==> config.mk <==
export PLATFORM = sky130hd
export DESIGN_NAME = fetch_stage
export DESIGN_NICKNAME = d
export VERILOG_FILES = /design/src/rtl/riscv_pkg.sv /design/src/rtl/if_id_reg.sv /design/src/rtl/fetch_stage.sv
export SDC_FILE = /design/constraint.sdc
export NUM_CORES = 1
export LEC_CHECK = 0
export ABC_AREA = 1
export BUFFER_PORTS_ARGS = -buffer_cell sky130_fd_sc_hd__buf_2
export CAP_MARGIN = 30
export CORE_MARGIN = 5
export CORE_UTILIZATION = 52
export CTS_CLUSTER_SIZE = 12
export DETAILED_ROUTE_END_ITERATION = 6
export GPL_TIMING_DRIVEN = 0
export HOLD_SLACK_MARGIN = 0.12
export PLACE_DENSITY = 0.8
export SYNTH_ARGS = -nofsm -noshare
export SYNTH_HDL_FRONTEND = slang
export SYNTH_SLANG_ARGS = --single-unit
==> constraint.sdc <==
create_clock -name clk -period 4.8 [get_ports clk]
set_clock_uncertainty 0.15 [all_clocks]
set_input_delay 0 -clock clk [delete_from_list [all_inputs] [get_ports clk]]
set_output_delay 0 -clock clk [all_outputs]
set_load 0.02 [all_outputs]
==> src/rtl/riscv_pkg.sv <==
// Shared RV32I pipeline definitions: machine width, bubble encoding, reset vector,
// the IF/ID pipeline-register payload and the fetch-stage action decode.
package riscv_pkg;

    localparam int unsigned XLEN             = 32;
    localparam logic [31:0] NOP_INSTR        = 32'h0000_0013;
    localparam logic [XLEN-1:0] RESET_PC_DEFAULT = '0;

    typedef struct packed {
        logic            valid;
        logic [31:0]     instr;
        logic [XLEN-1:0] pc;
        logic [XLEN-1:0] pc_plus4;
    } if_id_t;

    typedef enum logic [1:0] {
        FETCH_NORMAL,
        FETCH_STALL,
        FETCH_FLUSH,
        FETCH_REDIRECT
    } fetch_op_e;

    // Redirect beats flush, and both beat a decode-stage stall.
    function automatic fetch_op_e decode_fetch_op(
        input logic redirect,
        input logic flush,
        input logic stall
    );
        fetch_op_e op;
        if (redirect)   op = FETCH_REDIRECT;
        else if (flush) op = FETCH_FLUSH;
        else if (stall) op = FETCH_STALL;
        else            op = FETCH_NORMAL;
        return op;
    endfunction

endpackage

==> src/rtl/if_id_reg.sv <==
// IF/ID pipeline register: bubble on flush, capture on load, otherwise hold.
// A bubble clears valid and instr only; the pc fields keep their last values.
module if_id_reg
    import riscv_pkg::*;
#(
    parameter logic [31:0] BUBBLE = riscv_pkg::NOP_INSTR
) (
    input  logic   clk,
    input  logic   rst,
    input  logic   load,
    input  logic   flush,
    input  if_id_t d,
    output if_id_t q
);

    always_ff @(posedge clk or posedge rst) begin
        if (rst) begin
            q.valid    <= 1'b0;
            q.instr    <= BUBBLE;
            q.pc       <= '0;
            q.pc_plus4 <= '0;
        end else if (flush) begin
            q.valid <= 1'b0;
            q.instr <= BUBBLE;
        end else if (load) begin
            q <= d;
        end
    end

endmodule

==> src/rtl/fetch_stage.sv <==
// RV32I instruction-fetch stage: owns the PC, addresses the combinational imem and
// fills the IF/ID register, honouring redirect, flush and decode stall.
module fetch_stage #(
    parameter int unsigned     XLEN      = riscv_pkg::XLEN,
    parameter logic [XLEN-1:0] RESET_PC  = riscv_pkg::RESET_PC_DEFAULT,
    parameter logic [31:0]     NOP_INSTR = riscv_pkg::NOP_INSTR
) (
    input  logic            clk,
    input  logic            rst,
    output logic [XLEN-1:0] imem_addr,
    input  logic [31:0]     imem_rdata,
    input  logic            stall_i,
    input  logic            flush_i,
    input  logic            redirect_i,
    input  logic [XLEN-1:0] redirect_pc_i,
    output logic            if_id_valid,
    output logic [31:0]     if_id_instr,
    output logic [XLEN-1:0] if_id_pc,
    output logic [XLEN-1:0] if_id_pc_plus4,
    output logic            misalign_o,
    output logic [31:0]     fetch_count
);

    // PC is kept as a word index so the low two address bits are zero by construction.
    logic [XLEN-3:0]     pc_word;
    logic [XLEN-1:0]     pc;
    logic [XLEN-1:0]     pc_plus4;
    riscv_pkg::fetch_op_e op;
    riscv_pkg::if_id_t    if_id_d;
    riscv_pkg::if_id_t    if_id_q;
    logic                if_id_load;
    logic                if_id_flush;

    always_comb begin
        op       = riscv_pkg::decode_fetch_op(redirect_i, flush_i, stall_i);
        pc       = {pc_word, 2'b00};
        pc_plus4 = pc + XLEN'(4);
    end

    assign imem_addr = pc;

    always_ff @(posedge clk or posedge rst) begin
        if (rst) begin
            pc_word <= RESET_PC[XLEN-1:2];
        end else begin
            unique case (op)
                riscv_pkg::FETCH_REDIRECT: pc_word <= redirect_pc_i[XLEN-1:2];
                riscv_pkg::FETCH_FLUSH,
                riscv_pkg::FETCH_NORMAL:   pc_word <= pc_word + 1'b1;
                default:                   pc_word <= pc_word;
            endcase
        end
    end

    always_ff @(posedge clk or posedge rst) begin
        if (rst) begin
            misalign_o <= 1'b0;
        end else begin
            misalign_o <= (op == riscv_pkg::FETCH_REDIRECT) && (|redirect_pc_i[1:0]);
        end
    end

    always_ff @(posedge clk or posedge rst) begin
        if (rst) begin
            fetch_count <= '0;
        end else if (op == riscv_pkg::FETCH_NORMAL) begin
            fetch_count <= fetch_count + 32'd1;
        end
    end

    always_comb begin
        if_id_d.valid    = 1'b1;
        if_id_d.instr    = imem_rdata;
        if_id_d.pc       = pc;
        if_id_d.pc_plus4 = pc_plus4;
        if_id_load       = (op == riscv_pkg::FETCH_NORMAL);
        if_id_flush      = (op == riscv_pkg::FETCH_REDIRECT) || (op == riscv_pkg::FETCH_FLUSH);
    end

    if_id_reg #(
        .BUBBLE (NOP_INSTR)
    ) u_if_id_reg (
        .clk   (clk),
        .rst   (rst),
        .load  (if_id_load),
        .flush (if_id_flush),
        .d     (if_id_d),
        .q     (if_id_q)
    );

    always_comb begin
        if_id_valid    = if_id_q.valid;
        if_id_instr    = if_id_q.instr;
        if_id_pc       = if_id_q.pc;
        if_id_pc_plus4 = if_id_q.pc_plus4;
    end

endmodule

# Word level (Yosys, flattened, before mapping)
# Cells that the tools add are included.
# word_totals
ff_bits,158
latchBits,0
mem_bits_rw,0
rom_bits,0
input_bits,69
output_inout_bits,162
word_cells,27
memories,0
# op_classes
add_sub_neg,3
multipliers,0
n_div,0
n_lt_le_gt_ge,0
eq_ne,2
shift,0
muxes,6
bitwise_logic,1
n_reduce_logical,8
# ops
cell,count
2-to-1 mux 97 bit,1
case mux 30 bit (2 select lines),1
2-to-1 mux 33 bit,1
"adder 32 x 1 -> 32 bit, second input constant",1
"adder 32 x 3 -> 32 bit, second input constant",1
"adder 30 x 1 -> 30 bit, second input constant",1
"equality test 2 bit, second input constant",2
2-to-1 mux 2 bit,2
nonzero test 2 bit,2
OR reduction 2 bit,2
logical NOT 2 bit,1
AND reduction 2 bit,1
logical AND 1 bit,1
logical OR 1 bit,1
2-to-1 mux 1 bit,1
NOT 1 bit,1

# Longest topological paths before layout
# Gate-level depths: netlist of the first run.
# depth
ltp_word,7
ltp_mapped,10
depth_no_buf,10

# Cells and area by module
# From an unflattened synthesis of the first run, not the netlist that was laid out.
# unflattened
hier_cells,1033
area_unflattened_um2,8084.0
# by_module_without_submodules
mod,instances,cells_each,area_each_um2,seq_area_each_um2
fetch_stage,1,611,4271.6,1576.5
if_id_reg,1,422,3812.4,2431.1

# Least setup slack after synthesis of the first run
# Ideal clock, no wire load.
# synth_timing
kind,register -> register
from,register pc_word[1]
to,register pc_word[24]
setup_time_ps,117
t_arrival_ps,1449
required_time_ps,4533
setup_slack_ps,3083
stages_incl_launch_ff,11
n_path_buf,0
synth_period_minus_slack_ps,1717
path_cell_list,dfrtp_1 -> ha_1 -> nand2_1 -> nor2_2 -> nand2_2 -> nor2_4 -> nand2_1 -> nand2_1 -> nand2_1 -> nand2_1 -> nand2_1
# synth_via
elab_chain_cells,2
# synth_lines
element,line_no,rtl
start: declaration,fetch_stage.sv:25,logic [XLEN-3:0] pc_word;
start signal: assignment,fetch_stage.sv:44,pc_word <= RESET_PC[XLEN-1:2];
start signal: assignment,fetch_stage.sv:47,riscv_pkg::FETCH_REDIRECT: pc_word <= redirect_pc_i[XLEN-1:2];
start signal: assignment,fetch_stage.sv:49,riscv_pkg::FETCH_NORMAL: pc_word <= pc_word + 1'b1;
adder 30 x 1 -> 30 bit,fetch_stage.sv:49,
case mux 30 bit (2 select lines),fetch_stage.sv:46,unique case (op)
# Every way passes these cells.
# A chain may end at the register's enable or synchronous reset.

# Final worst setup path of the first run
# layout_timing
from,register pc_word[0]
to,register pc_word[22]
# The elaborated chain is that of the path after synthesis.

==> impl_metrics.py, run 1 <==
metrics = {
    "clocking": {
        "cts_sinks": 156,
        "clkLatencyLatePin_ps": 430,
        "htree_levels": 4,
        "cts_buffer_depth": 2,
        "cts_setup_buffers": 0,
        "cts_buffers": 17,
        "root_buffer": "clkbuf_16",
        "clk_pin_slew_ps": 60,
        "cts_tree": "done",
    },
    "detailed_routing": {
        "drt_first_pass_iters": 5,
        "viasPerCell": 5.21,
        "dr.first_iter.drc_count": 737,
        "routed_wl_um": 25800,
        "ant_nets": 0,
        "avgRoutedWirePerCell_um": 17.2,
        "num_vias": 7829,
        "drc": 0,
    },
    "power_and_ir_drop": {
        "powerDensity_nw_per_um2": 356,
        "vdd_drop_max_uv": 239,
        "p_sw_mw": 1.26,
        "p_sw_frac": 0.331,
        "seq_power_share": 0.424,
        "p_clk_frac": 0.337,
        "internal_power_mw": 2.54,
        "combPwrFrac": 0.239,
        "leakage_nw": 5.63,
    },
    "timing": {
        "fin_crit_ps": 2550,
        "max_freq_mhz": 392,
        "post-route-worst-setup-slack_ps": 2250,
        "timing.final.crit_share": 0.532,
        "finalSetupViolations": 0,
        "worst_slew_pin_slew_ps": 632,
        "report.final.slew_viol_count": 0,
        "rsz0062_at_grt": "no",
        "max_slew_margin": 0.579,
        "finalHoldViolations": 0,
    },
    "logic_synthesis": {
        "synth-seq-cells": 156,
        "syn_area_per_cell_um2": 8.02,
        "ys_seq_area_frac": 0.517,
        "yosys_warnings": 0,
        "syn_inst": 941,
        "yosys.cell_types.count": 34,
        "netlist_area_um2": 7550,
    },
    "worst_setup_path": {
        "r2r_cells": 9,
        "cp.arrival_ps": 2710,
        "required_ps": 4950,
        "path_class": "flip-flop to flip-flop",
        "ff2ff_setup_slack_ps": 2250,
        "worstReg2RegEnd": "pc_word[22]",
        "critical_path.max_fanout": 5,
        "start_kind": "flip-flop",
        "cp-startpoint": "pc_word[0]",
        "r2r_start": "pc_word[0]",
        "end_kind": "flip-flop",
    },
    "place": {
        "port_buffers": 223,
        "place_area_um2": 8950,
        "dp_cells": 1354,
        "gp_congestion": 0.933,
        "pre_cts_slack_ps": 2850,
        "post-dp-hpwl_um": 17200,
    },
    "floorplanning": {
        "initial_core_util": 0.526,
        "die_h_um": 131,
        "top_level_ports": 231,
        "placement_rows": 44,
        "die_area_um2": 17000,
        "coreArea_um2": 14400,
        "die_w_um": 131,
    },
    "final_layout": {
        "fin_util": 0.742,
        "final_cell_area_um2": 10700,
        "stdcell_count": 1502,
        "area_growth_pct": 41.2,
        "fin_nets": 1376,
        "antennaDiodeCount": 0,
        "drive_gt1_frac": 0.234,
        "fillCellCount": 1000,
    },
    "worst_hold_path": {
        "hold_end": "u_if_id_reg.q[93]",
        "whs_path_depth": 3,
        "min-delay-start": "imem_rdata[29]",
        "hold_path.class": "input pin to flip-flop",
    },
    "global_routing": {
        "grt-ovfl-total": 0,
        "grt_pass1_wl_um": 39700,
        "antenna_found_initial": 0,
        "grt_usage": 0.302,
        "grt_max_degree": 101,
        "grt_pass1_vias": 7784,
    },
    "flow_run": {
        "maxCapViolCount": 0,
    },
    "outcome": {
        "status": "completed",
    },
}
cells in the mapped netlist:
master,n,share of area
a21oi_1,4,0.0027
a22o_1,29,0.034
a31oi_1,6,0.0050
and2_1,2,0.0017
buf_1,2,0.00099
buf_2,16,0.011
buf_4,7,0.0070
buf_6,1,0.0015
clkbuf_1,10,0.0050
clkinv_1,2,0.00099
conb_1,1,0.00050
dfrtp_1,153,0.51
dfstp_2,3,0.010
ha_1,2,0.0033
inv_1,76,0.038
inv_2,2,0.00099
nand2_1,348,0.17
nand2_2,5,0.0041
nand2_4,1,0.0015
nand3_1,38,0.025
nand3_2,1,0.0013
nand3b_1,4,0.0040
nand4_1,10,0.0083
nor2_1,102,0.051
nor2_2,8,0.0066
nor2_4,8,0.012
nor2_8,1,0.0027
nor3_2,1,0.0013
nor3b_1,1,0.00099
o211ai_1,5,0.0050
o21ai_0,62,0.041
o21ai_1,3,0.0020
xnor2_1,8,0.0093
xor2_1,19,0.022
critical path: stages (launching register included):
cell	delay [ps]
dfrtp_1	430
ha_1	230
nand3_1	130
nor2_1	250
inv_1	70
nor2_1	310
nand3_1	150
nand3_1	110
nand2_1	50
dlygate4sd3_1	550
routing by layer:
layer  vias to the layer above  GRT usage  wire length, µm
met5                         -          0                0
met4                         0      0.131              943
met3                        72     0.0841             2490
met2                       396      0.497            12200
met1                      3666      0.374            10200
li1                       3695          -                -
placed cells by master, fill, tap and decap left out, types with 2 or more instances in the layout:
cell,netlist,routed
nor2_1,102,102
clkbuf_8,0,2
o21ai_0,62,62
conb_1,1,6
and2_1,2,2
clkbuf_1,10,13
xor2_1,19,19
nand4_1,10,10
buf_2,16,239
clkinv_2,0,3
clkinvlp_4,0,5
o211ai_1,5,5
nand2_1,348,348
clkinv_1,2,2
clkbuf_16,0,17
nor2_2,8,8
ha_1,2,2
nand3_1,38,38
o21ai_1,3,3
a21oi_1,4,4
buf_1,2,2
nor2_4,8,8
inv_6,0,2
dfrtp_1,153,153
inv_1,76,75
a22o_1,29,29
xnor2_1,8,8
dlygate4sd3_1,0,116
buf_4,7,7
nand3b_1,4,4
inv_2,2,2
a31oi_1,6,6
dfstp_2,3,3
nand2_2,5,5
power by group through the flow:
stage	Sequential, mW	Combinational (mW)	Clock (mW)
after detailed placement	1.62	0.796	0
final	1.61	0.908	1.28
after CTS	1.60	0.892	1.29
after global routing	1.63	0.983	1.35
after global placement	1.62	0.782	0
after floorplan	1.80	0.291	0
cell families after synthesis:
family,synth area share
xor+xnor,0.0313
other cells,0.000497
fa+ha+maj,0.00331
flops,0.517
compound gates,0.0893
buf+inv,0.0648
simple gates,0.293
worst max-delay path by stage:
stage	to	slack, ps	cells after the start
CTS	pc_word[22]	2290	9
detailed placement	u_if_id_reg.q[24]	2850	8
global placement	u_if_id_reg.q[58]	-1240	2
finish	pc_word[22]	2250	9
floorplan	fetch_count[0]	450	1
global route	pc_word[22]	2100	9
stage by stage:
stage | power [mW] | TNS (ps) | hold WS [ps]
after floorplan | 2.10 | 0 | -25.0
after global placement | 2.40 | -187120 | 65.3
after detailed placement | 2.42 | 0 | -61.0
after CTS | 3.79 | 0 | 189
after global routing | 3.96 | 0 | 209
final | 3.80 | 0 | 203
registers in the layout (all words and copies together) (netlist names):
name,cells
pc_word,30
fetch_count,32
misalign_o,1
u_if_id_reg.q,93
timing repair:
action                    4_1_cts  5_1_grt
hold endpoints to repair      224        0
gates resized for setup         0        0
hold buffers                  116        0
layout make-up:
type                            count  area [µm²]  share of cell area
Sequential cell                   156        3910               0.366
Multi-Input combinational cell    674        3170               0.298
Timing Repair Buffer              340        2300               0.216
Clock buffer                       22         464              0.0435
Inverter                           80         305              0.0286
Tap cell                          184         230              0.0216
Buffer                             36         189              0.0177
Clock inverter                     10        91.3             0.00856
Power figures use the tool's default switching activity.
==> run 2, diff against run 1 <==
Settings changed: CORE_UTILIZATION 52 to 47, PLACE_DENSITY 0.8 to 0.76.
Clock period 4.8 ns to 2.2 ns, I/O delays scaled along.
==> impl_metrics.py, run 2 (synthesis results as in run 1) <==
metrics = {
    "worst_setup_path": {
        "cp_common_cell": "nand2_1",
        "path_cells": "inv_1, nor2_4, nand3_2, o21ai_0, nand2_1, nand2_1, nand2_1, dlygate4sd3_1",
        "cp_num_buf_inv": 2,
        "end_kind": "flip-flop",
        "path_class": "flip-flop to flip-flop",
        "cp.arrival_ps": 2270,
        "required_ps": 2360,
        "crit_path_top_delay_cell": "dlygate4sd3_1",
        "start_kind": "flip-flop",
        "cp_top_family": "buffers and inverters",
        "ff2ff_setup_slack_ps": 80,
        "critical_path.max_fanout": 4,
        "cpPeakStageDelay_ps": 550,
    },
    "final_layout": {
        "reg.largest.list": "u_if_id_reg.q x93, fetch_count x32, pc_word x30",
        "area_growth_pct": 42.3,
        "regMostFlops": "u_if_id_reg.q",
        "largest_register_ffs": 93,
        "fin_util": 0.679,
        "antennaDiodeCount": 0,
        "fin_nets": 1373,
        "final_cell_area_um2": 10700,
        "final_common_cell": "nand2_1",
        "final_cell_mix": "348 x nand2_1, 239 x buf_2, 143 x dfrtp_1, 107 x dlygate4sd3_1, 99 x nor2_1",
        "drive_gt1_frac": 0.255,
    },
    "flow_run": {
        "maxCapViolCount": 0,
    },
    "power_and_ir_drop": {
        "vdd_drop_max_uv": 560,
        "powerDensity_nw_per_um2": 768,
        "combPwrFrac": 0.237,
        "p_sw_mw": 2.72,
        "leakage_nw": 5.63,
        "p_sw_frac": 0.330,
        "seq_power_share": 0.427,
        "p_total_mw": 8.26,
        "p_clk_frac": 0.335,
        "internal_power_mw": 5.53,
    },
    "timing": {
        "rsz0062_at_grt": "yes",
        "report.final.slew_viol_count": 0,
        "finalHoldViolations": 0,
        "finalSetupViolations": 0,
        "fin_crit_ps": 2120,
        "max_freq_mhz": 473,
        "worst_slew_pin_slew_ps": 568,
        "hold_slack_ps": 192,
        "timing.final.crit_share": 0.962,
        "max_slew_margin": 0.622,
    },
    "floorplanning": {
        "placement_rows": 46,
        "top_level_ports": 231,
        "die_h_um": 137,
        "die_area_um2": 18700,
        "coreArea_um2": 15800,
        "die_w_um": 137,
        "initial_core_util": 0.477,
    },
    "detailed_routing": {
        "drt_first_pass_iters": 5,
        "num_vias": 7715,
        "drc": 0,
        "dr.first_iter.drc_count": 628,
        "routed_wl_um": 25500,
        "ant_nets": 0,
        "avgRoutedWirePerCell_um": 16.7,
        "viasPerCell": 5.04,
    },
    "global_routing": {
        "grt_pass1_wl_um": 40100,
        "grt_usage": 0.277,
        "antenna_found_initial": 0,
        "grt_max_degree": 45,
        "grt_pass1_vias": 7848,
        "grt-ovfl-total": 0,
    },
    "place": {
        "post-dp-hpwl_um": 17600,
        "port_buffers": 223,
        "gp_congestion": 0.920,
        "place_area_um2": 9040,
    },
    "clocking": {
        "cts_tree": "done",
        "cts_buffer_depth": 2,
        "root_buffer": "clkbuf_16",
        "clkLatencyLatePin_ps": 420,
        "cts_buffers": 17,
        "clk_pin_slew_ps": 60,
        "cts_sinks": 156,
        "htree_levels": 4,
    },
    "outcome": {
        "status": "completed",
    },
    "worst_hold_path": {
        "hold_path.class": "input pin to flip-flop",
    },
}
==> run 2: metal layers <==
metal  track usage  part of all wire  wire length (µm)  vias to the layer above
met3        0.0790             0.097              2470                       64
li1              -                 -                 -                     3683
met1         0.332              0.39              9910                     3601
met5             0                 0                 0                        -
met4         0.130             0.035               890                        0
met2         0.460              0.48             12200                      367
==> run 2: power groups by stage <==
stage	registers, mW	logic [mW]	clock network (mW)
floorplan	3.94	0.635	0
global placement	3.55	1.70	0
detailed placement	3.55	1.75	0
CTS	3.51	1.92	2.82
global route	3.57	2.14	2.93
finish	3.53	1.96	2.77
==> run 2: repair_timing <==
item | 4_1_cts | 5_1_grt
hold buffers | 107 | 0
setup buffers | 0 | 4
endpoints found under the hold margin | 226 | 0
setup endpoints to repair | 0 | 7
resized for setup | 0 | 22
==> run 2: cell type report <==
class	count	area, µm²
Timing Repair Buffer	338	2300
Multi-Input combinational cell	674	3210
Clock buffer	20	457
Clock inverter	12	97.6
Tap cell	216	270
Inverter	80	308
Fill cell	1220	5080
Buffer	35	186
Sequential cell	156	3920
==> run 2: path summary, 6_finish.rpt <==
check                             startpoint                end  cells after the start
max                               pc_word[0]        pc_word[17]                      8
min                               redirect_i         misalign_o                      4
max reg2reg                       pc_word[0]        pc_word[17]                      8
min reg2reg                u_if_id_reg.q[25]  u_if_id_reg.q[25]                      2
max in group asynchronous                rst  u_if_id_reg.q[64]                      6
min in group asynchronous                rst     fetch_count[7]                      4
==> run 2: stage by stage <==
stage	setup TNS, ps	worst slack, ps	instances
6_report	0	83.8	1531
5_1_grt	-140	-51.0	1531
4_1_cts	0	2.97	1528
3_5_place_dp	0	214	1389
3_3_place_gp	-137520	-901	1385
2_1_floorplan	0	79.6	946
==> run 2: worst min-delay path, delay by kind of cell <==
family,cells,cell delay (ps)
simple gates,1,80
buf+inv,3,630
==> run 3, diff against run 2 <==
Settings changed: MAX_ROUTING_LAYER from default to met4.
==> impl_metrics.py, run 3 (synthesis results as in run 1) <==
metrics = {
    "global_routing": {
        "grt-ovfl-total": 0,
        "grt_max_degree": 45,
        "grt_pass1_wl_um": 40600,
        "grt_usage": 0.289,
        "antenna_found_initial": 0,
        "grt_pass1_vias": 7899,
    },
    "floorplanning": {
        "die_h_um": 137,
        "die_w_um": 137,
        "coreArea_um2": 15800,
        "placement_rows": 46,
        "top_level_ports": 231,
        "die_area_um2": 18700,
        "initial_core_util": 0.477,
    },
    "detailed_routing": {
        "drt_first_pass_iters": 6,
        "routed_wl_um": 25700,
        "dr.first_iter.drc_count": 513,
        "num_vias": 7864,
        "viasPerCell": 5.14,
        "avgRoutedWirePerCell_um": 16.8,
        "drc": 0,
        "ant_nets": 0,
    },
    "final_layout": {
        "area_growth_pct": 42.4,
        "fillCellCount": 1203,
        "final_cell_mix": "348 x nand2_1, 239 x buf_2, 141 x dfrtp_1, 107 x dlygate4sd3_1, 99 x nor2_1",
        "antennaDiodeCount": 0,
        "reg.largest.list": "u_if_id_reg.q x93, fetch_count x32, pc_word x30",
        "drive_gt1_frac": 0.256,
        "fin_nets": 1372,
        "final_cell_area_um2": 10800,
        "final_common_cell": "nand2_1",
        "regMostFlops": "u_if_id_reg.q",
        "largest_register_ffs": 93,
        "stdcell_count": 1530,
    },
    "timing": {
        "fin_crit_ps": 2170,
        "post-route-worst-setup-slack_ps": 28.1,
        "max_slew_margin": 0.617,
        "rsz0062_at_grt": "yes",
        "worst_slew_pin_slew_ps": 575,
        "max_freq_mhz": 460,
        "report.final.slew_viol_count": 0,
        "finalHoldViolations": 0,
        "timing.final.crit_share": 0.987,
        "finalSetupViolations": 0,
    },
    "place": {
        "dp_cells": 1389,
        "place_area_um2": 9040,
        "post-dp-hpwl_um": 17600,
        "gp_congestion": 0.910,
        "port_buffers": 223,
        "pre_cts_slack_ps": 190,
    },
    "clocking": {
        "clk_pin_slew_ps": 80,
        "cts_sinks": 156,
        "clkLatencyLatePin_ps": 430,
        "root_buffer": "clkbuf_16",
        "cts_tree": "done",
        "cts_buffer_depth": 2,
        "htree_levels": 4,
        "cts_buffers": 17,
    },
    "worst_setup_path": {
        "critical_path.max_fanout": 10,
        "start_kind": "input pin",
        "required_ps": 2380,
        "end_kind": "flip-flop",
        "path_class": "input pin to flip-flop",
        "cp.arrival_ps": 2350,
    },
    "flow_run": {
        "maxCapViolCount": 0,
    },
    "worst_hold_path": {
        "hold_path.class": "input pin to flip-flop",
    },
    "power_and_ir_drop": {
        "powerDensity_nw_per_um2": 780,
        "leakage_nw": 5.63,
        "vdd_drop_max_uv": 551,
    },
    "outcome": {
        "status": "completed",
    },
}
[run 3: cell types whose count changed in the layout (fill, tap and decap cells not counted), moves of 2 or more]
cell        before  now
dfrtp_2         10   12
dfrtp_1        143  141
inv_6            0    6
clkinv_4         0    4
clkinvlp_4       7    4
clkinv_2         6    0
inv_8            0    2
clkbuf_8         2    0
[run 3: layout make-up]
cell class / count / area, µm² / area share
multi-input cells: 674 / 3200 / 0.297
clock inverters: 15 / 155 / 0.0144
plain buffers: 35 / 186 / 0.0173
well taps: 216 / 270 / 0.0251
clock buffers: 17 / 425 / 0.0396
repair buffers: 337 / 2290 / 0.213
inverters: 80 / 308 / 0.0286
flip-flops and latches: 156 / 3920 / 0.365
[run 3: routing by layer]
metal  wire length [µm]  GRT usage  vias up
met5                  0          -        -
met4               1050      0.136        0
met3               2320     0.0684       80
met2              12300      0.465      381
met1              10100      0.344     3707
li1                   -          -     3696
[run 3: report_power, final]
part	internal, mW	leakage (nW)	switching [mW]
sequential	3.22	1.97	0.304
combinational	0.709	3.38	1.25
clock	1.60	0.280	1.31
total	5.53	5.63	2.86
[run 3: through the flow]
step	power (mW)	utilization	setup TNS, ps	hold WS, ps
after floorplan	4.57	-	0	-25.0
after global routing	8.78	0.679	-154	192
after global placement	5.25	0.566	-140440	63.2
after CTS	8.38	0.675	0	153
final	8.39	0.679	0	168
after detailed placement	5.31	0.571	0	-171
[run 3: what timing repair did]
action | CTS | global route
setup endpoints to repair | 0 | 11
buffers inserted | 0 | 3
hold buffers | 107 | 1
hold endpoints to repair | 227 | 6
resized for setup | 0 | 22
[run 3: final timing paths]
check,endpoint,cells after the start,slack [ps],startpoint
max,pc_word[5],10,30,redirect_i
min,misalign_o,4,170,redirect_i
max reg2reg,pc_word[7],8,70,pc_word[0]
min reg2reg,u_if_id_reg.q[18],2,330,u_if_id_reg.q[18]
max in group asynchronous,pc_word[13],6,590,rst
min in group asynchronous,fetch_count[3],4,520,rst
[run 3: worst max-delay path: stages]
cell	delay, ps
buf_6	100
dlygate4sd3_1	710
nor2_8	50
nand2_2	180
clkinvlp_4	240
buf_2	250
nor2_1	110
nand2_1	70
dlygate4sd3_1	560
o21ai_0	70
